[src/rtl/debounce_edge_detect.sv]
// debounce_edge_detect
//   Single-bit conditioning stage: optional two-flop input synchronizer,
//   saturating stability counter, registered debounced level and one-cycle
//   rise/fall strobes.
//
//   Configuration macro: DEBOUNCE_EDGE_SYNC_EN
//     defined   -> two-flop synchronizer in front, d may be asynchronous
//     undefined -> sample = d, caller keeps d synchronous to clk
//
//   Parameters:
//     STABLE_CYCLES  consecutive mismatching cycles to accept a level (1..255)
//     INIT_LEVEL     reset value of q and of the synchronizer flops
//
//   Ports:
//     clk      clock, all state updates on posedge
//     rst      synchronous active-high reset
//     d        raw input level
//     q        debounced level (registered)
//     rise     one-cycle strobe when q goes 0->1 (registered)
//     fall     one-cycle strobe when q goes 1->0 (registered)
//     pending  combinational, qualified input differs from q
`timescale 1ns/1ps
module debounce_edge_detect #(
  parameter int unsigned STABLE_CYCLES = 4,
  parameter logic        INIT_LEVEL    = 1'b0
) (
  input  logic clk,
  input  logic rst,
  input  logic d,
  output logic q,
  output logic rise,
  output logic fall,
  output logic pending
);

  localparam int unsigned CW = $clog2(STABLE_CYCLES + 1);
  localparam logic [CW-1:0] LAST = CW'(STABLE_CYCLES - 1);

  logic          sample;
  logic [CW-1:0] cnt;

`ifdef DEBOUNCE_EDGE_SYNC_EN
  logic s1;
  logic s2;

  always_ff @(posedge clk) begin
    if (rst) begin
      s1 <= INIT_LEVEL;
      s2 <= INIT_LEVEL;
    end else begin
      s1 <= d;
      s2 <= s1;
    end
  end

  assign sample = s2;
`else
  assign sample = d;
`endif

  assign pending = (sample != q);

  // Any matching cycle clears the count; only an unbroken run of
  // STABLE_CYCLES mismatching edges moves q.
  always_ff @(posedge clk) begin
    if (rst) begin
      q    <= INIT_LEVEL;
      cnt  <= '0;
      rise <= 1'b0;
      fall <= 1'b0;
    end else if (!pending) begin
      cnt  <= '0;
      rise <= 1'b0;
      fall <= 1'b0;
    end else if (cnt == LAST) begin
      q    <= sample;
      cnt  <= '0;
      rise <= sample;
      fall <= ~sample;
    end else begin
      cnt  <= cnt + 1'b1;
      rise <= 1'b0;
      fall <= 1'b0;
    end
  end

endmodule

[config.mk]
export PLATFORM = sky130hd
export DESIGN_NAME = debounce_edge_detect
export DESIGN_NICKNAME = d
export VERILOG_FILES = /design/src/rtl/debounce_edge_detect.sv
export SDC_FILE = /design/constraint.sdc
export NUM_CORES = 1
export LEC_CHECK = 0
export ABC_AREA = 1
export ABC_CLOCK_PERIOD_IN_PS = 1200
export CAP_MARGIN = 30
export CORE_AREA = 4 4 41 43
export DETAILED_ROUTE_END_ITERATION = 8
export DIE_AREA = 0 0 45 47
export GPL_ROUTABILITY_DRIVEN = 0
export HOLD_SLACK_MARGIN = 0.03
export SYNTH_ARGS = -nofsm -noshare
export SYNTH_HDL_FRONTEND = slang
export SYNTH_SLANG_ARGS = --single-unit
[constraint.sdc]
create_clock -name clk -period 1.2 [get_ports clk]
set_input_delay 0.24 -clock clk [delete_from_list [all_inputs] [get_ports clk]]
set_output_delay 0.24 -clock clk [all_outputs]
set_load 0.005 [all_outputs]
Yosys cells after proc, flatten, opt, wreduce, memory -nomap -nowiden
Index checks and enable logic that the tools add are counted.
{ "totals": {"output_inout_bits": 4, "ff_bits": 6, "wordCells": 13, "inputBits": 3} }
{ "classes": {"bitwise_logic": 3, "n_eq_ne": 2, "reduce_logical": 3, "add_sub_neg": 1} }
{ "ops": {"columns": ["operator", "n"], "rows": [
  ["$reduce_or A3 Y1", 2],
  ["$add A3 B1 Y3 const B", 1],
  ["$eq A3 B2 Y1 const B", 1],
  ["$not A1 Y1", 3],
  ["$reduce_and A2 Y1", 1],
  ["$ne A1 B1 Y1", 1]
]} }

Depth between registers and ports, before layout
{ "depth": {"word_depth": 3, "mapped_depth": 5, "ltp_nobuf": 5} }

Least setup slack after synthesis
Ideal clock, no wire load.
{ "synth_timing": {"path_type": "register to register", "from": "reg cnt[0]", "to": "reg cnt[0]", "n_path_buf": 0, "t_arrival_ps": 972, "required_ps": 1136, "setup_time_ps": 64, "setup_slack_ps": 164, "stages_incl_launch_ff": 6, "cell_sequence": "dfxtp_1 > ha_1 > ha_1 > nor2_4 > nand3_2 > nor2_1"} }
{ "synth_between": {"elab_chain_len": 2} }
{ "synth_rtl": {"columns": ["item", "line", "source"], "rows": [
  ["start, declared", "40", "logic [CW-1:0] cnt;"],
  ["start signal, assigned", "81", "cnt <= cnt + 1'b1;"],
  ["branches (longest 2 deep; another with $add A3 B1 Y3)", null, null]
]} }
Parallel ways; which one is timed is not known.
A chain may end at the register's enable or synchronous reset.

Worst setup path in the final report
{ "layout_timing": {"from": "reg q", "to": "out pending"} }
{ "layout_between": {"elab_chain_len": 1} }
{ "layout_rtl": {"columns": ["item", "line", "source"], "rows": [
  ["start, declared", "30", "output logic q,"],
  ["start signal, assigned", "76", "q <= sample;"],
  ["$ne A1 B1 Y1", "61", "assign pending = (sample != q);"],
  ["end, declared", "33", "output logic pending"]
]} }
Every way passes these cells.

==> reports/results.txt <==
H-tree Lvls - 1
CP Max Fanout - 3
Largest family of logic cells by synthesized area - simple AND/OR/NAND/NOR gates
WP data required - 960 ps
DRT Pass-1 Iters - 2
CP Class - flop to output port
I/O pins - 7
Critical path's largest stage delay - 340 ps
Min Tclk post-route - 1140 ps
Initial Util - 0.195
Switching Power - 0.0839 mW
Die Y - 47 um
Cells after Synth - 29
Flop pwr share - 0.492
Most frequent cells in the layout - 5 x inv_1, 5 x dfxtp_1, 4 x nor2_1, 4 x buf_4
Fmax achieved - 878 MHz
Slowest cell on the critical path - dfxtp_2
Ant diodes - 0
IO Port Bufs - 6
Final HPWL DP - 318 um
Post-route cell area - 383 um2
Mux contribution to synthesized area - 0
Total congestion overflow - 0
Seq cells post-synth - 6
Maximum clock path buffer count - 2
Part of the Yosys area used for sequential elements - 0.473
Synthesized area - 254 um2
Die width - 45 um
Drt wl/cell - 6.91 um
Total GRT Usage - 0.0546
Largest net degree at the start of global routing - 5
Core ar. - 1300 um2
Detailed-route via count - 199
Synthesis-to-finish area growth - 50.7%
Post-synthesis compound-gate area fraction - 0
Worst-Skew Late Latency - 240 ps
Status - completed
Internal reg-to-reg setup slack - 140 ps
Family with the most delay on the worst path - flip-flops
Worst Path Buf+Inv - 1
Post-synthesis xor/xnor area fraction - 0
Critical Path Sink Type - output port
Relative slew slack - 0.893
DRT iter0 DRCs - 1
Fin util - 0.294
Setup-failing EPs final - 0
Max Slew Vio Count - 0
Crit path cell chain - nand2_1 > and2_4 > clkbuf_2
DRC - 0
Row count - 13
Simple-gate share of the synthesized area - 0.325
Total clock sinks - 6
CTS Root Cell - clkbuf_4
Final hold violations - 0
Combinational share of power - 0.082
Max Cap Viol - 0
Worst-path clk slew - 40 ps
CTS tree - built
Num CTS Buffers - 3
Syn_area_per_cell - 8.76 um2
Worst Tran Pin Value - 161 ps
Routed Antenna Nets - 0
Count of different cell masters after synthesis - 12
Initial antenna violation count - 0
Vias per cell - 3.49
Die area - 2120 um2
Drt total wl - 394 um
Clk pwr share - 0.426
Peak VDD IR - 0.697 mV
Global-route wire length before repair - 717 um
Clock skew - 1.60 ps
Final Net Count - 49
Final period util - 0.949
Layout cells sized above 1 - 0.381
Synthesized Nets - 34
Vias in the first global route - 206
Cell Pwr Density - 1100 nW/um2
Yosys warns - 0
Fillers - 149
P_int - 0.336 mW
Dpl cell area - 355 um2
Critical path arrival - 900 ps
CP Launch Type - flop
Leak Pwr - 0.199 nW
Sw Ratio - 0.200
Post-synthesis adder-cell area fraction - 0.0985
Hold crit path type - flop to flop
[cells in the mapped netlist]
| library cell | count | area (um2) |
|---|---|---|
| nor2_4 | 1 | 11.3 |
| dfxtp_1 | 6 | 120 |
| inv_2 | 2 | 7.51 |
| ha_1 | 2 | 25.0 |
| nor2_1 | 4 | 15.0 |
| nand4_1 | 2 | 12.5 |
| nand2_4 | 1 | 11.3 |
| nand2_1 | 3 | 11.3 |
| nand3_1 | 1 | 5.00 |
| and2_1 | 1 | 6.26 |
| nand3_2 | 1 | 10.0 |
| inv_1 | 5 | 18.8 |
[power groups by stage]
stage | sequential, mW | combinational [mW] | clock (mW)
finish | 0.206 | 0.0346 | 0.179
global route | 0.206 | 0.0395 | 0.212
CTS | 0.206 | 0.0343 | 0.187
detailed placement | 0.210 | 0.0361 | 0
global placement | 0.210 | 0.0361 | 0
floorplan | 0.209 | 0.0174 | 0
[worst paths after layout]
| kind | start | end | depth (start not counted) |
|---|---|---|---|
| worst max-delay path | q | pending | 3 |
| worst min register to register | cnt[0] | cnt[0] | 1 |
| worst max register to register | cnt[0] | cnt[0] | 5 |
| worst min-delay path | cnt[0] | cnt[0] | 1 |
[sequential cells by signal (all words and copies together) (netlist names)]
register and count:
cnt 3, fall 1, q 1, rise 1
[what timing repair did]
action | CTS | global route
resized for setup | 7 | 4
endpoints found under the setup margin | 4 | 5
buffers inserted | 1 | 0
hold buffers | 0 | 0
[area by class of cell]
type	instances	area, um2	area share
clock buffer	3	22.5	0.0588
inverter	7	26.3	0.0686
multi-input combinational	16	113	0.294
sequential	6	121	0.317
tap	15	18.8	0.0490
timing repair buffer	10	81.3	0.212
[per-layer routing]
| metal | vias to the layer above | track usage | wire [um] |
|---|---|---|---|
| li1 | 116 | - | - |
| met1 | 76 | 0.0549 | 174 |
| met2 | 7 | 0.0678 | 164 |
| met3 | 0 | 0.0690 | 55 |
| met4 | 0 | 0.0175 | 0 |
| met5 | - | 0 | 0 |
[metrics by stage]
step / setup WS (ps) / total power, mW / TNS, ps / hold WS, ps / instances
floorplan: 164 / 0.227 / 0 / 397 / 29
global placement: -522 / 0.246 / -640 / 411 / 53
detailed placement: -523 / 0.246 / -630 / 423 / 53
CTS: -46.7 / 0.428 / -46.7 / 429 / 57
global route: -7.91 / 0.458 / -7.91 / 463 / 57
finish: 61.4 / 0.420 / 0 / 429 / 57
[logic make-up after synthesis]
family / Yosys count
flops: 6
fa+ha+maj: 2
buf+inv: 7
simple gates: 14
No activity file was read; power rests on OpenSTA's default activity.
